[src/rtl/var_delay_ctrl_pkg.sv]
// Shared definitions for the programmable sample-delay block.
//   state_t   : sequencer states (ST_FILL, ST_RUN)
//   calc_aw() : address width for a power-of-2 buffer depth
package var_delay_ctrl_pkg;

   typedef enum logic {
      ST_FILL = 1'b0,
      ST_RUN  = 1'b1
   } state_t;

   // A depth of 2 still needs one address bit, so clamp at 1.
   function automatic int calc_aw(input int depth);
      return (depth <= 2) ? 1 : $clog2(depth);
   endfunction

endpackage

[src/rtl/var_delay_ctrl_delay_ram.sv]
// Read-first sample memory for the delay line.
// The read port has a combinational address and a registered output.
// Both ports are driven by the same sample strobe.
// A read of the location being written returns the old contents.
// There is no reset, so the memory can map onto distributed RAM or BRAM.
// Ports:
//   clk        clock
//   i_we       write enable
//   i_wr_addr  write address
//   i_wr_data  write data
//   i_re       read enable (output register loads only when set)
//   i_rd_addr  read address
//   o_rd_data  registered read data
module delay_ram #(
   parameter int WIDTH = 16,
   parameter int DEPTH = 64,
   parameter int AW    = 6
) (
   input  logic             clk,
   input  logic             i_we,
   input  logic [AW-1:0]    i_wr_addr,
   input  logic [WIDTH-1:0] i_wr_data,
   input  logic             i_re,
   input  logic [AW-1:0]    i_rd_addr,
   output logic [WIDTH-1:0] o_rd_data
);

   logic [WIDTH-1:0] r_mem [DEPTH];
   logic [WIDTH-1:0] r_rd_data;

   always_ff @(posedge clk) begin
      if (i_re) r_rd_data <= r_mem[i_rd_addr];
      if (i_we) r_mem[i_wr_addr] <= i_wr_data;
   end

   assign o_rd_data = r_rd_data;

endmodule

[src/rtl/var_delay_ctrl.sv]
// Run-time programmable sample delay with fill/lock sequencing.
// Accepted samples go into a circular buffer.
// Each output is the sample accepted delay_cur strobes earlier.
// Delay is counted in strobes, not clocks.
//
//   state   | meaning
//   --------+------------------------------------------------------
//   ST_FILL | fewer than delay_cur samples buffered; no output
//   ST_RUN  | buffer holds enough history; every strobe emits
//
// Ports:
//   clk, rst   clock, synchronous active-high reset
//   in_valid   sample strobe; I is accepted on cycles where this is 1
//   I          input sample
//   flush      one-cycle pulse that discards buffered history
//   cfg_req    level request to load cfg_delay
//   cfg_delay  requested delay (0..MAX_DELAY-1)
//   cfg_ack    one-cycle acceptance pulse
//   O          delayed sample (registered)
//   out_valid  one-cycle pulse; O is new this cycle
//   locked     1 while in ST_RUN
//   delay_cur  delay currently in effect
module var_delay_ctrl
   import var_delay_ctrl_pkg::*;
#(
   parameter  int WIDTH         = 16,
   parameter  int MAX_DELAY     = 64,
   parameter  int DEFAULT_DELAY = 1,
   localparam int AW            = calc_aw(MAX_DELAY)
) (
   input  logic             clk,
   input  logic             rst,
   input  logic             in_valid,
   input  logic [WIDTH-1:0] I,
   input  logic             flush,
   input  logic             cfg_req,
   input  logic [AW-1:0]    cfg_delay,
   output logic             cfg_ack,
   output logic [WIDTH-1:0] O,
   output logic             out_valid,
   output logic             locked,
   output logic [AW-1:0]    delay_cur
);

   state_t           r_state;
   logic [AW-1:0]    r_wr_ptr;
   logic [AW-1:0]    r_fill;
   logic [AW-1:0]    r_delay_cur;
   logic             r_cfg_ack;
   logic             r_out_valid;
   logic             r_locked;
   logic             r_o_sel_ram;
   logic [WIDTH-1:0] r_o_byp;

   logic             w_accept;
   logic             w_cfg_accept;
   logic             w_emit;
   logic             w_delay_zero;
   logic [AW-1:0]    w_rd_addr;
   logic [WIDTH-1:0] w_ram_q;
   logic [AW-1:0]    w_fill_nxt;
   state_t           w_state_nxt;

   // A flush swallows a coincident strobe entirely: no write and no output.
   assign w_accept     = in_valid & ~flush;
   // The requester drops cfg_req in the ack cycle, so gating on cfg_ack
   // turns a two-cycle request into a single acceptance.
   assign w_cfg_accept = cfg_req & ~r_cfg_ack;
   assign w_emit       = w_accept & (r_fill >= r_delay_cur);
   assign w_delay_zero = (r_delay_cur == '0);
   // The buffer depth is a power of 2, so the AW-bit subtract wraps
   // modulo the buffer depth.
   assign w_rd_addr    = r_wr_ptr - r_delay_cur;

   delay_ram #(
      .WIDTH (WIDTH),
      .DEPTH (MAX_DELAY),
      .AW    (AW)
   ) u_delay_ram (
      .clk       (clk),
      .i_we      (w_accept),
      .i_wr_addr (r_wr_ptr),
      .i_wr_data (I),
      .i_re      (w_emit & ~w_delay_zero),
      .i_rd_addr (w_rd_addr),
      .o_rd_data (w_ram_q)
   );

   // fill only advances while short of the delay.
   // It therefore never exceeds MAX_DELAY-1.
   always_comb begin
      w_fill_nxt = r_fill;
      if (flush)
         w_fill_nxt = '0;
      else if (w_accept && !w_emit)
         w_fill_nxt = r_fill + 1'b1;
   end

   // The sample in this cycle uses the old delay.
   // A coincident config change then decides the state with the new delay.
   always_comb begin
      w_state_nxt = r_state;
      if (flush) begin
         w_state_nxt = ST_FILL;
      end else begin
         if (w_emit)
            w_state_nxt = ST_RUN;
         if (w_cfg_accept)
            w_state_nxt = (cfg_delay <= w_fill_nxt) ? ST_RUN : ST_FILL;
      end
   end

   always_ff @(posedge clk) begin
      if (rst) begin
         r_state     <= ST_FILL;
         r_locked    <= 1'b0;
         r_fill      <= '0;
         r_wr_ptr    <= '0;
         r_delay_cur <= AW'(DEFAULT_DELAY);
         r_cfg_ack   <= 1'b0;
         r_out_valid <= 1'b0;
         r_o_sel_ram <= 1'b0;
         r_o_byp     <= '0;
      end else begin
         r_state     <= w_state_nxt;
         r_locked    <= (w_state_nxt == ST_RUN);
         r_fill      <= w_fill_nxt;
         r_cfg_ack   <= w_cfg_accept;
         r_out_valid <= w_emit;
         if (w_accept)
            r_wr_ptr <= r_wr_ptr + 1'b1;
         if (w_cfg_accept)
            r_delay_cur <= cfg_delay;
         // Zero delay bypasses the memory.
         // A read-first RAM would return stale data at wr_ptr.
         if (w_emit) begin
            r_o_sel_ram <= ~w_delay_zero;
            if (w_delay_zero)
               r_o_byp <= I;
         end
      end
   end

   // Both O sources only change on an emitting strobe, so O holds in between.
   // The select resets to the bypass register, which gives O=0 out of reset
   // without clearing the RAM.
   assign O         = r_o_sel_ram ? w_ram_q : r_o_byp;
   assign out_valid = r_out_valid;
   assign cfg_ack   = r_cfg_ack;
   assign locked    = r_locked;
   assign delay_cur = r_delay_cur;

endmodule

[config.mk]
export PLATFORM = sky130hd
export DESIGN_NAME = var_delay_ctrl
export DESIGN_NICKNAME = d
export VERILOG_FILES = /design/src/rtl/var_delay_ctrl_pkg.sv /design/src/rtl/var_delay_ctrl_delay_ram.sv /design/src/rtl/var_delay_ctrl.sv
export SDC_FILE = /design/constraint.sdc
export NUM_CORES = 1
export LEC_CHECK = 0
export ABC_AREA = 0
export CORE_MARGIN = 4
export CORE_UTILIZATION = 60
export DETAILED_ROUTE_END_ITERATION = 10
export MAX_ROUTING_LAYER = met4
export PLACE_DENSITY = 0.82
export SETUP_SLACK_MARGIN = 0.3
export SLEW_MARGIN = 20
export SYNTH_ARGS = -nofsm -noshare
export SYNTH_HDL_FRONTEND = slang
export SYNTH_SLANG_ARGS = --single-unit
[constraint.sdc]
create_clock -name clk -period 3.4 [get_ports clk]
set_input_delay 0.68 -clock clk [delete_from_list [all_inputs] [get_ports clk]]
set_output_delay 0.68 -clock clk [all_outputs]
set_load 0.01 [all_outputs]
== Yosys cells after proc, flatten, opt, wreduce, memory -nomap -nowiden ==
Memory sizes are Yosys's and may differ from the RTL's. A register that Yosys moved wholly into a read port is not among the register bits.
Index checks and enable logic that the tools add are counted.

* Memories kept: 1
* Word-level logic and storage cells: 35
* Bits in registers: 38
* Output and inout bits: 25
* RAM bits: 1024
* Input port bits: 27

* Add/subtract/negate cells: 3
* Mux-type cells: 8
* Reductions and logical operators: 6
* Bitwise logic cells: 7
* Magnitude comparators: 2

{| class="wikitable"
|+ Memory list
! name !! words !! width !! rd ports !! clocked after memory_dff !! wr ports !! line !! source
|-
| u_delay_ram.r_mem || 64 || 16 || 1 || 1 || 1 || var_delay_ctrl_delay_ram.sv:28 || <nowiki>logic [WIDTH-1:0] r_mem [DEPTH];</nowiki>
|}

{| class="wikitable"
|+ Operators by type and width
! cell !! count
|-
| $mux W16 || 1
|-
| $add A6 B1 Y6 const B || 2
|-
| $mux W6 || 2
|-
| $ge A6 B6 Y1 || 1
|-
| $le A6 B6 Y1 || 1
|-
| $logic_not A6 Y1 || 1
|-
| $sub A6 B6 Y6 || 1
|-
| $mux W1 || 5
|-
| $and A1 B1 Y1 || 4
|-
| $not A1 Y1 || 3
|-
| $reduce_and A2 Y1 || 1
|-
| $reduce_bool A2 Y1 || 1
|-
| $reduce_or A2 Y1 || 1
|-
| $logic_and A1 B1 Y1 || 1
|-
| $logic_not A1 Y1 || 1
|}

== Depth between registers and ports, before layout ==
* Word-level depth: 10
* Depth in mapped cells: 15
* Depth with buffers taken out: 15

== Modules after synthesis ==
From an unflattened synthesis, not the netlist that was laid out.

* Cells, all modules: 2096
* Area total of the unflattened synthesis: 42499.5 sq um

{| class="wikitable"
|+ Modules (own cells, without submodules)
! module !! area each (sq um) !! cells an instance !! times used !! seq. area each (sq um)
|-
| delay_ram || 40202.3 || 1829 || 1 || 31230.0
|-
| var_delay_ctrl || 2297.2 || 267 || 1 || 760.7
|}

== Worst setup path before layout ==
OpenSTA, ideal clock, no wires.

* Path type: register -> register
* From: register r_delay_cur[0] (netlist: delay_cur[0])
* To: register r_locked (netlist: locked)
* Setup time: 0.086 ns
* Path buffers: 0
* Period minus slack after synthesis: 2.923 ns
* Path slack: 0.477 ns
* Data required time: 3.314 ns
* Cell stages (with the launch flop): 14
* Arrival time: 2.837 ns
* Cells stage by stage: dfxtp_1 -> ha_1 -> nand2b_1 -> a21oi_1 -> o21ai_1 -> a2111oi_0 -> xnor2_1 -> or2_2 -> ha_1 -> o21a_1 -> o21a_1 -> o21ai_0 -> a21oi_1 -> a211oi_1

* Longest elaborated chain between the ends: 9
* Elaborated cells between the ends (all ways): 10
* Classes of those cells: 2 x order compare; 4 x mux; 1 x bitwise; 3 x reduce/logical

{| class="wikitable"
|+ RTL lines
! element !! line !! source
|-
| start, declared || var_delay_ctrl.sv:48 || <nowiki>logic [AW-1:0] r_delay_cur;</nowiki>
|-
| start signal, assigned || var_delay_ctrl.sv:119 || <nowiki>r_delay_cur <= AW'(DEFAULT_DELAY);</nowiki>
|-
| start signal, assigned || var_delay_ctrl.sv:133 || <nowiki>r_delay_cur <= cfg_delay;</nowiki>
|-
| $ge A6 B6 Y1 (*) || var_delay_ctrl.sv:69 || <nowiki>assign w_emit = w_accept & (r_fill >= r_delay_cur);</nowiki>
|-
| $and A1 B1 Y1 (*) || var_delay_ctrl.sv:69 ||
|-
| $logic_not A1 Y1 || var_delay_ctrl.sv:95 || <nowiki>else if (w_accept && !w_emit)</nowiki>
|-
| $logic_and A1 B1 Y1 || var_delay_ctrl.sv:95 ||
|-
| $mux W6 || var_delay_ctrl.sv:95 ||
|-
| $mux W6 || var_delay_ctrl.sv:93 || <nowiki>if (flush)</nowiki>
|-
| $le A6 B6 Y1 || var_delay_ctrl.sv:109 || <nowiki>w_state_nxt = (cfg_delay <= w_fill_nxt) ? ST_RUN : ST_FILL;</nowiki>
|-
| $mux W1 || var_delay_ctrl.sv:109 ||
|-
| $mux W1 || var_delay_ctrl.sv:108 || <nowiki>if (w_cfg_accept)</nowiki>
|-
| end signal, assigned || var_delay_ctrl.sv:126 || <nowiki>r_locked <= (w_state_nxt == ST_RUN);</nowiki>
|-
| end, declared || var_delay_ctrl.sv:51 || <nowiki>logic r_locked;</nowiki>
|}

Mark *: on every way between the ends. The rest lies on a longest branch, timed or not.
A chain may end at the register's enable or synchronous reset.

== Final worst setup path ==
* From: register r_wr_ptr[0]
* To: register u_delay_ram.r_rd_data[15] (netlist: u_delay_ram.o_rd_data[15]), read port of u_delay_ram.r_mem, data pin

* Longest elaborated chain between the ends: 1

{| class="wikitable"
|+ RTL lines
! element !! line !! source
|-
| start, declared || var_delay_ctrl.sv:46 || <nowiki>logic [AW-1:0] r_wr_ptr;</nowiki>
|-
| start signal, assigned || var_delay_ctrl.sv:131 || <nowiki>r_wr_ptr <= r_wr_ptr + 1'b1;</nowiki>
|-
| $sub A6 B6 Y6 || var_delay_ctrl.sv:73 || <nowiki>assign w_rd_addr = r_wr_ptr - r_delay_cur;</nowiki>
|-
| end, declared || var_delay_ctrl_delay_ram.sv:29 || <nowiki>logic [WIDTH-1:0] r_rd_data;</nowiki>
|}

No other way between the ends.

==> impl_metrics.json <==
{
  "status": "completed",
  "drive_above_1_share": 0.311,
  "cts-root-buf": "clkbuf_16",
  "synth_area_leader_cell": "edfxtp_1",
  "relSlewSlack": 0.240,
  "ios": 52,
  "fp.dieW_um": 274,
  "grt_util_all_layers": 0.318,
  "place.gp.congestion": 0.897,
  "maxCapViolCount": 0,
  "seq_area_frac_synth": 0.755,
  "grt_overflow": 0,
  "setup_viol": 0,
  "drtIter0Drc": 3867,
  "antenna_found_initial": 1,
  "hold_class": "input port to flop",
  "timing.final.crit_share": 0.989,
  "port_buffers": 51,
  "syn_area_um2": 42400,
  "synth_async_sr_flop_share": 0,
  "yosys_warnings": 0,
  "grt_pass1_vias": 23900,
  "synth_edf_count": 1040,
  "worstPathRequired_ns": 3.80,
  "grt_max_degree": 67,
  "clk_pin_slew_ns": 0.06,
  "wirelength_um": 118000,
  "numCtsBuffers": 102,
  "cts_hold_buf": 0,
  "maxSlewViolCount": 0,
  "worstPathMaxFanout": 8,
  "fillers": 3780,
  "num_vias": 23900,
  "placeableCoreArea_um2": 70000,
  "hold_viol_final": 0,
  "nets": 2468,
  "syn2layout_area_growth_pct": 17.3,
  "arrival_ns": 3.76,
  "fin_skew_ns": 0.0286,
  "syn_avg_cell_area_um2": 19.7,
  "synth_seq_cells": 1078,
  "drcViolationCount": 0,
  "path_class": "flop to flop",
  "synth_cell_types": 55,
  "leakage_uw": 0.0163,
  "cts_tree": "built",
  "clkSinkCount": 1078,
  "rsz0062_at_grt": "yes",
  "ys.flop_type": "edfxtp_1",
  "netlist_top_cells_area": "edfxtp_1, mux4_2, nand2_1",
  "grt_pass1_wl_um": 166000,
  "antenna_left": 0,
  "initial_core_util": 0.605,
  "firstDrtPassIters": 6,
  "cts_buffer_depth": 3,
  "clkLatencyLatePin_ns": 0.67,
  "die_h_um": 274,
  "synth_top_area_frac": 0.737,
  "p_per_area_nw_per_um2": 626,
  "post-synth-top-count-cell": "edfxtp_1",
  "utilization": 0.710,
  "end_kind": "flop",
  "period_minus_slack_ns": 3.36,
  "worst_pin_slew_ns": 1.14,
  "ys_top_cells_by_count": "edfxtp_1, nand2_1, mux4_2",
  "worstSetupStartpointType": "flop",
  "placementRows": 97,
  "synth_nets": 2197,
  "hold_slack_ns": 0.229,
  "final.setup.tns_ns": 0,
  "detail_route.wl_per_cell_um": 34.4,
  "hpwl_um": 58500,
  "htreeDepth": 3,
  "fmax_mhz": 297,
  "routed_via_density": 6.93,
  "design.die.area_um2": 74900,
  "syn_inst": 2150,
  "vdd.ir_drop.worst_mv": 0.480
}
==> layer usage <==
metal | wire length [um] | global-route usage | up-vias
li1 | - | - | 9210
met1 | 39900 | 0.412 | 12100
met2 | 56200 | 0.485 | 2140
met3 | 14500 | 0.0723 | 469
met4 | 7850 | 0.156 | 0
met5 | 0 | - | -
==> timing repair <==
action	CTS	global route
pin swaps	12	24
gates resized for setup	102	66
endpoints found under the hold margin	0	0
endpoints found under the setup margin	17	18
buffers inserted	20	14
cloned	6	3
==> cell families after synthesis <==
group                      after synthesis  share of synthesized area
AOI/OAI and AO/OA                      100                     0.0180
xor gates and xnor gates                13                    0.00286
adders and majority gates               20                    0.00608
buffers and inverters                  130                     0.0146
DFF                                   1078                      0.755
muxes                                  337                      0.156
and+or+nand+nor                        472                     0.0478
==> registers in the layout (all words and copies together), names as in the netlist <==
| name | count |
|---|---|
| u_delay_ram.r_mem | 1024 |
| r_o_byp | 16 |
| u_delay_ram.o_rd_data | 16 |
| delay_cur | 6 |
| r_fill | 6 |
| r_wr_ptr | 6 |
| cfg_ack | 1 |
| locked | 1 |
| out_valid | 1 |
| r_o_sel_ram | 1 |
==> layout make-up <==
class,instances,area [um^2],area share
Sequential cell,1078,32000,0.644
Multi-Input combinational cell,942,10400,0.210
Timing Repair Buffer,286,2850,0.0574
Clock buffer,131,2730,0.0548
Tap cell,940,1180,0.0237
Clock inverter,55,478,0.00962
Inverter,11,41.3,0.000831
Antenna cell,2,5.00,0.000101
==> layout by cell type (no fill, tap or decap), types with 10 or more instances in the layout <==
| cell | n |
|---|---|
| clkbuf_16 | 108 |
| edfxtp_1 | 1040 |
| ha_1 | 18 |
| mux4_2 | 256 |
| clkdlybuf4s50_1 | 35 |
| nor2_1 | 84 |
| clkinv_1 | 25 |
| o221ai_2 | 11 |
| nand3_1 | 49 |
| mux2i_2 | 18 |
| buf_4 | 188 |
| nand2_1 | 275 |
| o21ai_1 | 10 |
| o21ai_0 | 15 |
| buf_2 | 13 |
| mux2_2 | 16 |
| clkinv_2 | 17 |
| mux2i_4 | 14 |
| nand3b_1 | 18 |
| dfxtp_1 | 33 |
| o21ai_2 | 10 |
| mux2i_1 | 33 |
| clkbuf_1 | 26 |
| buf_12 | 29 |
==> report_power, final <==
part | switching [uW] | internal [uW] | leakage (uW)
Combinational | 3000 | 2260 | 0.00503
Sequential | 25.1 | 14600 | 0.00966
Clock | 4940 | 6260 | 0.00157
Total | 7960 | 23100 | 0.0163
==> stage by stage <==
stage	cell area [um^2]	power (uW)	setup WS [ns]	cells
finish	49700	31100	0.0378	3445
global route	49700	31900	0.00602	3444
CTS	49200	30500	0.128	3426
detailed placement	45200	19100	-0.180	3214
global placement	45200	19000	-0.0517	3214
floorplan	42400	17500	0.477	2150
==> critical path: stages (launching register included) <==
cell and delay (ns):
dfxtp_2 0.32, inv_2 0.06, ha_4 0.13, inv_2 0.04, fa_4 0.87, buf_12 0.20, buf_16 0.15, mux4_2 0.32
nand2_1 0.14, nand3b_1 0.20, a32oi_2 0.34, buf_4 0.21, o221ai_2 0.09
==> final timing paths <==
path | startpoint | end | slack (ns) | cells past startpoint
min reg2reg | r_o_byp[8] | r_o_byp[8] | 0.46 | 2
max reg2reg | r_wr_ptr[0] | u_delay_ram.o_rd_data[15] | 0.04 | 12
min | I[9] | u_delay_ram.r_mem[57][9] | 0.23 | 1
max | r_wr_ptr[0] | u_delay_ram.o_rd_data[15] | 0.04 | 12
No activity file was read; power rests on OpenSTA's default activity.
